`src/rtl/cpu_bus_decoder.sv`:
```
`default_nettype none
// ============================================================================
// Module      : cpu_bus_decoder
// Description : Single-master, four-slave bus decoder. Takes Avalon-style
//               read/write requests from the CPU and decodes the address
//               against four base/mask regions. Each transfer goes to exactly
//               one slave, and the CPU gets back registered read data and a
//               response code. Unmapped addresses and stalled slaves end with
//               an error response, so the CPU never hangs.
//
// Ports       : clk, rst              clock, synchronous active-high reset
//               m_addr/m_read/m_write/m_writedata/m_byteenable
//                                     CPU request inputs
//               m_readdata/m_response/m_waitrequest
//                                     registered CPU completion outputs
//               s_addr/s_writedata/s_byteenable
//                                     latched request, shared by all slaves
//               s_read/s_write        one-hot strobes (bit i -> slave i)
//               s_readdata/s_response/s_waitrequest
//                                     packed slave returns (lane i = slave i)
//
// Revision    : 1.0 - initial release
// ============================================================================
module cpu_bus_decoder #(
    parameter int unsigned TIMEOUT_CYCLES = 256,
    parameter logic [31:0] S0_BASE        = 32'h0000_0000,
    parameter logic [31:0] S0_MASK        = 32'hFFFF_0000,
    parameter logic [31:0] S1_BASE        = 32'h1000_0000,
    parameter logic [31:0] S1_MASK        = 32'hFFFF_F000,
    parameter logic [31:0] S2_BASE        = 32'h2000_0000,
    parameter logic [31:0] S2_MASK        = 32'hFFFF_F000,
    parameter logic [31:0] S3_BASE        = 32'h3000_0000,
    parameter logic [31:0] S3_MASK        = 32'hFFFF_F000
) (
    input  logic         clk,
    input  logic         rst,
    input  logic [31:0]  m_addr,
    input  logic         m_read,
    input  logic         m_write,
    input  logic [31:0]  m_writedata,
    input  logic [3:0]   m_byteenable,
    output logic [31:0]  m_readdata,
    output logic [1:0]   m_response,
    output logic         m_waitrequest,
    output logic [31:0]  s_addr,
    output logic [31:0]  s_writedata,
    output logic [3:0]   s_byteenable,
    output logic [3:0]   s_read,
    output logic [3:0]   s_write,
    input  logic [127:0] s_readdata,
    input  logic [7:0]   s_response,
    input  logic [3:0]   s_waitrequest
);

    // ------------------------------------------------------------------------
    // Constants
    // ------------------------------------------------------------------------
    localparam logic [1:0] c_st_idle   = 2'd0;
    localparam logic [1:0] c_st_access = 2'd1;
    localparam logic [1:0] c_st_resp   = 2'd2;

    localparam logic [1:0] c_resp_slverr = 2'b10;
    localparam logic [1:0] c_resp_decerr = 2'b11;

    localparam logic [15:0] c_timeout    = TIMEOUT_CYCLES[15:0];
    localparam logic        c_timeout_en = (TIMEOUT_CYCLES != 0);
    localparam logic [15:0] c_count_max  = 16'hFFFF;

    // Region tables packed so the hit generator can index them by slave number.
    localparam logic [127:0] c_bases = {S3_BASE, S2_BASE, S1_BASE, S0_BASE};
    localparam logic [127:0] c_masks = {S3_MASK, S2_MASK, S1_MASK, S0_MASK};

    // ------------------------------------------------------------------------
    // Registers
    // ------------------------------------------------------------------------
    logic [1:0]  r_state;
    logic [15:0] r_count;
    logic [1:0]  r_sel;
    logic        r_is_write;
    logic [31:0] r_addr;
    logic [31:0] r_writedata;
    logic [3:0]  r_byteenable;
    logic [3:0]  r_s_read;
    logic [3:0]  r_s_write;
    logic [31:0] r_readdata;
    logic [1:0]  r_response;
    logic        r_waitrequest;

    // ------------------------------------------------------------------------
    // Combinational signals
    // ------------------------------------------------------------------------
    logic [3:0]  w_hit;
    logic        w_hit_any;
    logic [1:0]  w_sel;
    logic [3:0]  w_onehot;
    logic        w_req;
    logic        w_sel_wait;
    logic [31:0] w_sel_readdata;
    logic [1:0]  w_sel_response;
    logic [1:0]  w_state_next;
    logic        w_capture;
    logic        w_done;
    logic        w_abort;

    // ------------------------------------------------------------------------
    // Address decode: one comparator per region, lowest index wins on overlap
    // ------------------------------------------------------------------------
    genvar gi;
    generate
        for (gi = 0; gi < 4; gi++) begin : g_hit
            assign w_hit[gi] = ((m_addr & c_masks[32*gi +: 32]) == c_bases[32*gi +: 32]);
        end
    endgenerate

    always_comb begin
        w_sel = 2'd0;
        if (w_hit[0]) begin
            w_sel = 2'd0;
        end else if (w_hit[1]) begin
            w_sel = 2'd1;
        end else if (w_hit[2]) begin
            w_sel = 2'd2;
        end else if (w_hit[3]) begin
            w_sel = 2'd3;
        end
    end

    assign w_hit_any = |w_hit;
    assign w_onehot  = 4'b0001 << w_sel;
    assign w_req     = m_read | m_write;

    // Returns from the latched target slave only. These feed registers and
    // never reach the m_* outputs combinationally.
    assign w_sel_wait     = s_waitrequest[r_sel];
    assign w_sel_readdata = s_readdata[{r_sel, 5'd0} +: 32];
    assign w_sel_response = s_response[{r_sel, 1'b0} +: 2];

    // ------------------------------------------------------------------------
    // FSM next-state logic
    // ------------------------------------------------------------------------
    always_comb begin
        w_state_next = r_state;
        w_capture    = 1'b0;
        w_done       = 1'b0;
        w_abort      = 1'b0;
        case (r_state)
            c_st_idle: begin
                if (w_req) begin
                    w_capture    = 1'b1;
                    w_state_next = w_hit_any ? c_st_access : c_st_resp;
                end
            end
            c_st_access: begin
                // A slave that completes in the same cycle the timeout would
                // fire still wins: the transfer really did finish.
                if (!w_sel_wait) begin
                    w_done       = 1'b1;
                    w_state_next = c_st_resp;
                end else if (c_timeout_en && (r_count == c_timeout)) begin
                    w_abort      = 1'b1;
                    w_state_next = c_st_resp;
                end
            end
            c_st_resp: begin
                w_state_next = c_st_idle;
            end
            default: begin
                w_state_next = c_st_idle;
            end
        endcase
    end

    // ------------------------------------------------------------------------
    // FSM state register
    // ------------------------------------------------------------------------
    always_ff @(posedge clk) begin
        if (rst) begin
            r_state <= c_st_idle;
        end else begin
            r_state <= w_state_next;
        end
    end

    // ------------------------------------------------------------------------
    // Datapath registers
    // ------------------------------------------------------------------------
    always_ff @(posedge clk) begin
        if (rst) begin
            r_count       <= 16'd0;
            r_sel         <= 2'd0;
            r_is_write    <= 1'b0;
            r_addr        <= 32'd0;
            r_writedata   <= 32'd0;
            r_byteenable  <= 4'd0;
            r_s_read      <= 4'd0;
            r_s_write     <= 4'd0;
            r_readdata    <= 32'd0;
            r_response    <= 2'b00;
            r_waitrequest <= 1'b1;
        end else begin
            // The completion handshake is the only cycle spent in RESP.
            r_waitrequest <= (w_state_next != c_st_resp);

            if (w_capture) begin
                r_addr       <= m_addr;
                r_writedata  <= m_writedata;
                r_byteenable <= m_byteenable;
                r_is_write   <= m_write;
                r_sel        <= w_sel;
                r_count      <= 16'd0;
                if (w_hit_any) begin
                    r_s_read  <= m_write ? 4'd0 : w_onehot;
                    r_s_write <= m_write ? w_onehot : 4'd0;
                end else begin
                    r_readdata <= 32'd0;
                    r_response <= c_resp_decerr;
                end
            end else if (w_done) begin
                r_s_read   <= 4'd0;
                r_s_write  <= 4'd0;
                r_readdata <= r_is_write ? 32'd0 : w_sel_readdata;
                r_response <= w_sel_response;
            end else if (w_abort) begin
                r_s_read   <= 4'd0;
                r_s_write  <= 4'd0;
                r_readdata <= 32'd0;
                r_response <= c_resp_slverr;
            end else if ((r_state == c_st_access) && (r_count != c_count_max)) begin
                // Saturating wait counter; a disabled timeout parks it at max.
                r_count <= r_count + 16'd1;
            end
        end
    end

    // ------------------------------------------------------------------------
    // Outputs
    // ------------------------------------------------------------------------
    assign m_readdata    = r_readdata;
    assign m_response    = r_response;
    assign m_waitrequest = r_waitrequest;
    assign s_addr        = r_addr;
    assign s_writedata   = r_writedata;
    assign s_byteenable  = r_byteenable;
    assign s_read        = r_s_read;
    assign s_write       = r_s_write;

endmodule
`default_nettype wire
```
`config.mk`:
```
export PLATFORM = sky130hd
export DESIGN_NAME = cpu_bus_decoder
export DESIGN_NICKNAME = d
export VERILOG_FILES = /design/src/rtl/cpu_bus_decoder.sv
export SDC_FILE = /design/constraint.sdc
export NUM_CORES = 1
export LEC_CHECK = 0
export ABC_AREA = 1
export CORE_MARGIN = 2
export CORE_UTILIZATION = 38
export CTS_CLUSTER_SIZE = 8
export DETAILED_ROUTE_END_ITERATION = 7
export PLACE_DENSITY = 0.76
export SLEW_MARGIN = 10
export SYNTH_ARGS = -nofsm -noshare
export SYNTH_HDL_FRONTEND = slang
export SYNTH_SLANG_ARGS = --single-unit
export TNS_END_PERCENT = 30
```
`constraint.sdc`:
```
create_clock -name clk -period 2.75 [get_ports clk]
set_input_delay 0.6875 -clock clk [delete_from_list [all_inputs] [get_ports clk]]
set_output_delay 0.6875 -clock clk [all_outputs]
set_load 0.05 [all_outputs]
```
**After elaboration in Yosys (flattened, before gate mapping)**

Cells that the tools add are included.

- Flip-flop bits (word level): 132
- Bits in latches: 0
- Bits in writable memories: 0
- Bits in read-only memories: 0
- Memories: 0

- Add/subtract/negate cells: 1
- $mul: 0
- Div/mod/pow operators: 0
- Magnitude comparators: 1
- Equal/unequal tests: 9
- Shift-type cells: 3
- Muxes and demuxes: 35
- Bitwise logic cells: 3
- Reductions and logical operators: 9

Operator list:

| kind | count |
|---|---|
| $mux W32 | 5 |
| $shiftx A128 B8 Y32 | 1 |
| $eq A20 B18 Y1 const B | 2 |
| $logic_not A32 Y1 | 1 |
| $mux W4 | 8 |
| $mux W2 | 12 |
| $eq A20 B17 Y1 const B | 1 |
| $add A16 B1 Y16 const B | 1 |
| $eq A16 B9 Y1 const B | 1 |
| $ne A16 B16 Y1 const B | 1 |
| $mux W1 | 8 |
| $shiftx A8 B4 Y2 | 1 |
| $ne A2 B2 Y1 const B | 3 |
| $pmux W2 S2 | 1 |
| $reduce_and A2 Y1 | 2 |
| $reduce_or A4 Y1 | 1 |
| $shl A1 B2 Y4 const A | 1 |
| $lt A2 B3 Y1 const B | 1 |
| $reduce_and A3 Y1 | 1 |
| $reduce_bool A3 Y1 | 1 |
| $bmux W1 S2 | 1 |
| $eq A2 B1 Y1 const B | 1 |
| $logic_not A2 Y1 | 1 |
| $not A1 Y1 | 2 |
| 3 further kinds | 3 |

**Longest topological paths before layout**

- Depth after elaboration: 9
- Depth in mapped cells: 12

**Worst setup path before layout**

OpenSTA, ideal clock, no wires.

- Kind: input-to-reg
- Start point: input port m_addr[14]
- End point: register r_readdata[13], in the netlist m_readdata[13]
- Arrival time: 1739 ps
- Data required time: 2686 ps
- Path slack: 947 ps
- Stages on the path: 11
- Path buffers: 2
- Path through: nor2_1 -> nand2_1 -> nor2_2 -> nand3_1 -> nand3_2 -> nand2_1 -> buf_4 -> buf_6 -> nand3_1 -> nand2_1 -> nor2_1

- Cells in the longest elaborated chain, start to end: 4
- Elaborated cells on any way between the ends: 6
- Those cells by class: 4 x eq/ne; 2 x reduce/logical

Ends and longest elaborated chain:

| what | RTL line | text |
|---|---|---|
| start: declaration | 37 | `input logic [31:0] m_addr,` |
| $eq A20 B17 Y1 / $eq A20 B18 Y1 (equally long branches) | 111 | `assign w_hit[gi] = ((m_addr & c_masks[32*gi +: 32]) == c_bases[32*gi +: 32]);` |
| $reduce_or A4 Y1 * | 128 | `assign w_hit_any = \|w_hit;` |
| $ne A2 B2 Y1 (no line) * | n/a |  |
| $reduce_and A2 Y1 (no line) * | n/a |  |
| end signal: assignment | 221 | `r_readdata <= r_is_write ? 32'd0 : w_sel_readdata;` |
| end: declaration | 85 | `logic [31:0] r_readdata;` |

Every way passes the cells marked *; elsewhere a longest branch is shown, timed or not.
A chain may end at the register's enable or synchronous reset.

**Worst setup path after layout**

- Start point: register r_addr[9], in the netlist s_addr[9]
- End point: output port s_addr[9]

RTL lines:

| what | RTL line | text |
|---|---|---|
| start: declaration | 80 | `logic [31:0] r_addr;` |
| start signal: assignment | 205 | `r_addr <= m_addr;` |
| end: declaration | 45 | `output logic [31:0] s_addr,` |

No word-level cell between the ends.

==> summary.md <==
| Metric | Value |
|---|---|
| Run status | complete, no violations |
| Count of endpoints failing setup in the final report | 0 |
| Relative slew slack | 58.3% |
| Number of standard cells in the layout, taps in and fillers out | 1539 |
| Synth cell types | 35 |
| Fillcell total | 1645 |
| I/O Buffers | 322 |
| Placed insts | 1507 |
| Largest area contributor in the synthesized netlist | sky130_fd_sc_hd__dfxtp_1 |
| Wire length of the first global-routing pass | 36300 um |
| Critical path data required time | 2.06 ns |
| Clock buffers created by TritonCTS | 17 |
| Wirelength, routed | 24300 um |
| Sequential area share after synthesis | 39.8% |
| Sum Neg Setup Slack | 0 ns |
| Total congestion overflow after global routing | 0 |
| Clock network latency to the later pin of the worst-skew pair | 0.42 ns |
| Placed wire-length estimate | 18100 um |
| Largest fanout on the critical path | 2 |
| Final worst path period share | 84.4% |
| Number of nets produced by synthesis | 1223 |
| Crit path buffers/inverters | 1 |
| CP startpoint | s_addr[9] |
| Final weighted congestion of routability-driven global placement | 0.854 |
| Final Hold Fails | 0 |
| Number of register bits inferred by synthesis | 132 |
| Clock Sink Count | 132 |
| Number of nets in the finished design | 1515 |
| Master of the slowest instance on the critical path | sky130_fd_sc_hd__clkdlybuf4s50_1 |
| Top Family by Delay on Critical Path | buffers and inverters |
| Path type of the worst setup path | flop to output port |
| Kind of end point of the critical path | output port |
| Number of gates given a new drive strength after cts | 0 |
| Final-report max-slew violation count | 0 |
| Maximum clock frequency | 431 MHz |
| Core Box Area | 17200 um2 |
| Leakage power of the design | 4.22 nW |
| Post-CTS setup buffers | 0 |
| Met3 WL post-DR | 2580 um |
| Area grow syn2layout | 58.9% |
| Die area | 18600 um2 |
| Leading cell types by total area after synthesis | sky130_fd_sc_hd__dfxtp_1 (40%), sky130_fd_sc_hd__nor2_1 (18%), sky130_fd_sc_hd__o21ai_0 (10%), sky130_fd_sc_hd__nand2_1 (6.8%), sky130_fd_sc_hd__nand3_1 (5.9%) |
| Worst Skew | 0.00705 ns |
| Final period demand of the worst path | 2.32 ns |
| Arrival time worst endpoint | 1.63 ns |
| Max Used Layer | met4 |
| Remaining routing DRC violations | 0 |
| Initial cell density of the core | 38.7% |
| Height of the die | 136 um |
| Cell-by-cell trace of the critical path | clkdlybuf4s50_1 |
| Via total after detailed routing | 7691 |
| CTS Hold Bufs | 0 |
| Final WS setup | 0.429 ns |
| Average cell area after synthesis | 6.58 um2 |
| All-Layer GR Usage | 25.0% |
| Setup repair after global routing missed its margin | no |
| Transition at the pin with the smallest max-transition slack | 0.623 ns |
| Clock root cell | sky130_fd_sc_hd__clkbuf_16 |
| Routed len/inst | 15.8 um |
| IO Pins | 323 |
| Antenna violations before repair | 0 |
| Worst hold-check path type | flop to flop |
| Critical register-to-register path startpoint | r_sel[1] |
| Peak supply drop | 0.419 mV |
| Clock input transition at the sequential cells of the worst setup and hold paths | 0.06 ns |
| Number of rows in the core area | 48 |
| Metal2 WL | 11700 um |
| Synthesized netlist cell count | 1009 |
| Antenna-violating nets left | 0 |
| Width of the die | 136 um |
| Fraction of layout cells with a size suffix above 1 | 6.77% |
| Place WS | 0.110 ns |
| Routed length on met1 | 9460 um |
| Area share of the largest cell type after synthesis | 39.8% |
| Number of max-capacitance violations reported | 0 |
| First-pass iteration count of the detailed router | 5 |
| # diodes | 0 |
| Netlist area before placement | 6640 um2 |
| Pin count of the biggest net entering global routing | 70 |
| Tot Pwr | 5.68 mW |
| Synth Warn # | 0 |
| Ratio of routed vias to standard cells | 5.00 |
| CTS HTree Levels | 4 |
| Via count of the first global-routing pass | 7072 |
| Beginning of the worst hold path | s_addr[28] |
| Max Buffers Root-to-Sink | 2 |
| Element type at the critical path start | flop |
| Pwr Density | 539 nW/um2 |
| TritonCTS clock tree | done |
| Detailed Route Iter0 Violations | 351 |
| Crit path largest cell delay | 0.89 ns |
==> sequential cells by signal, indices dropped and copies added, names as in the netlist <==
register / count
s_addr: 32
r_sel: 2
r_state: 2
s_writedata: 32
m_waitrequest: 1
s_write: 4
m_readdata: 32
r_is_write: 1
s_byteenable: 4
s_read: 4
m_response: 2
r_count: 16
==> final timing paths <==
path              cells past startpoint  slack [ns]             to
setup / recovery                      1        0.43      s_addr[9]
hold / removal                        2        0.48     s_addr[28]
setup reg to reg                      9        0.56  m_response[0]
hold reg to reg                       2        0.48     s_addr[28]
==> final cells by class <==
cell class                 instances  area [um2]  share of cell area (%)
clock inverter                    14         129                    1.22
sequential                       132        2640                    25.1
multi-input combinational        762        3500                    33.2
timing repair buffer             341        3390                    32.1
tap                              225         282                    2.67
clock buffer                      18         429                    4.07
inverter                          47         179                    1.70
==> placed cells by master (no fill, tap or decap), drive strengths merged <==
| master | Yosys | final |
|---|---|---|
| buf | 38 | 19 |
| nand3b | 1 | 1 |
| ha | 2 | 2 |
| nand3 | 82 | 82 |
| xnor2 | 1 | 1 |
| nor2 | 325 | 325 |
| nor3b | 1 | 1 |
| dfxtp | 132 | 132 |
| clkinvlp | 0 | 3 |
| nand4 | 11 | 11 |
| xor2 | 8 | 8 |
| clkbuf | 30 | 18 |
| o21ai | 139 | 139 |
| bufinv | 0 | 1 |
| clkdlybuf4s50 | 0 | 322 |
| o22ai | 23 | 23 |
| nor3 | 4 | 4 |
| clkinv | 1 | 7 |
| o32ai | 1 | 1 |
| a31oi | 1 | 1 |
| inv | 46 | 50 |
| o211ai | 1 | 1 |
| a21oi | 36 | 36 |
| nand2 | 126 | 126 |
==> tightest hold or removal path: cells and delay by family, from the launching register on <==
kind            cells  cell delay (ns)
simple gates        1             0.05
compound gates      1             0.06
flops               1             0.33
==> synth_stat cells, drive strengths merged <==
cell    instances
o22ai          23
xnor2           1
nor2          325
xor2            8
nand2         126
o21ai         139
nand3          82
nand4          11
o32ai           1
clkbuf         30
dfxtp         132
clkinv          1
ha              2
nand3b          1
a21oi          36
inv            46
o211ai          1
nor3            4
nor3b           1
buf            38
a31oi           1
==> cell families (layout without fill, tap and decap cells) <==
family,Yosys count,count (layout),synth area share [%]
flip-flops,132,132,39.8
buffers and inverters,115,420,7.65
adder cells (fa/ha/maj),2,2,0.377
AO/OA/AOI/OAI,201,201,16.5
AND/OR/NAND/NOR,550,550,34.5
XOR/XNOR,9,9,1.19
==> power by group <==
part           switching, mW  internal, mW
Clock                  0.893          1.25
Combinational          0.835         0.594
Sequential            0.0641          2.05
Total                   1.79          3.89
==> per-stage QoR <==
stage	utilization (%)	instance area, um2	hold slack, ns
6_report	61.4	10600	0.475
3_3_place_gp	58.2	10000	0.440
3_5_place_dp	58.2	10000	0.450
4_1_cts	61.4	10600	0.473
2_1_floorplan	-	6640	0.466
5_1_grt	61.4	10600	0.496
==> per-layer routing <==
layer  up-vias  GRT usage [%]
met5         -              0
met4         0           7.35
met3        38           9.66
met2       317           44.0
met1      3472           28.0
li1       3864              -
(Power assumes the default switching activity.)
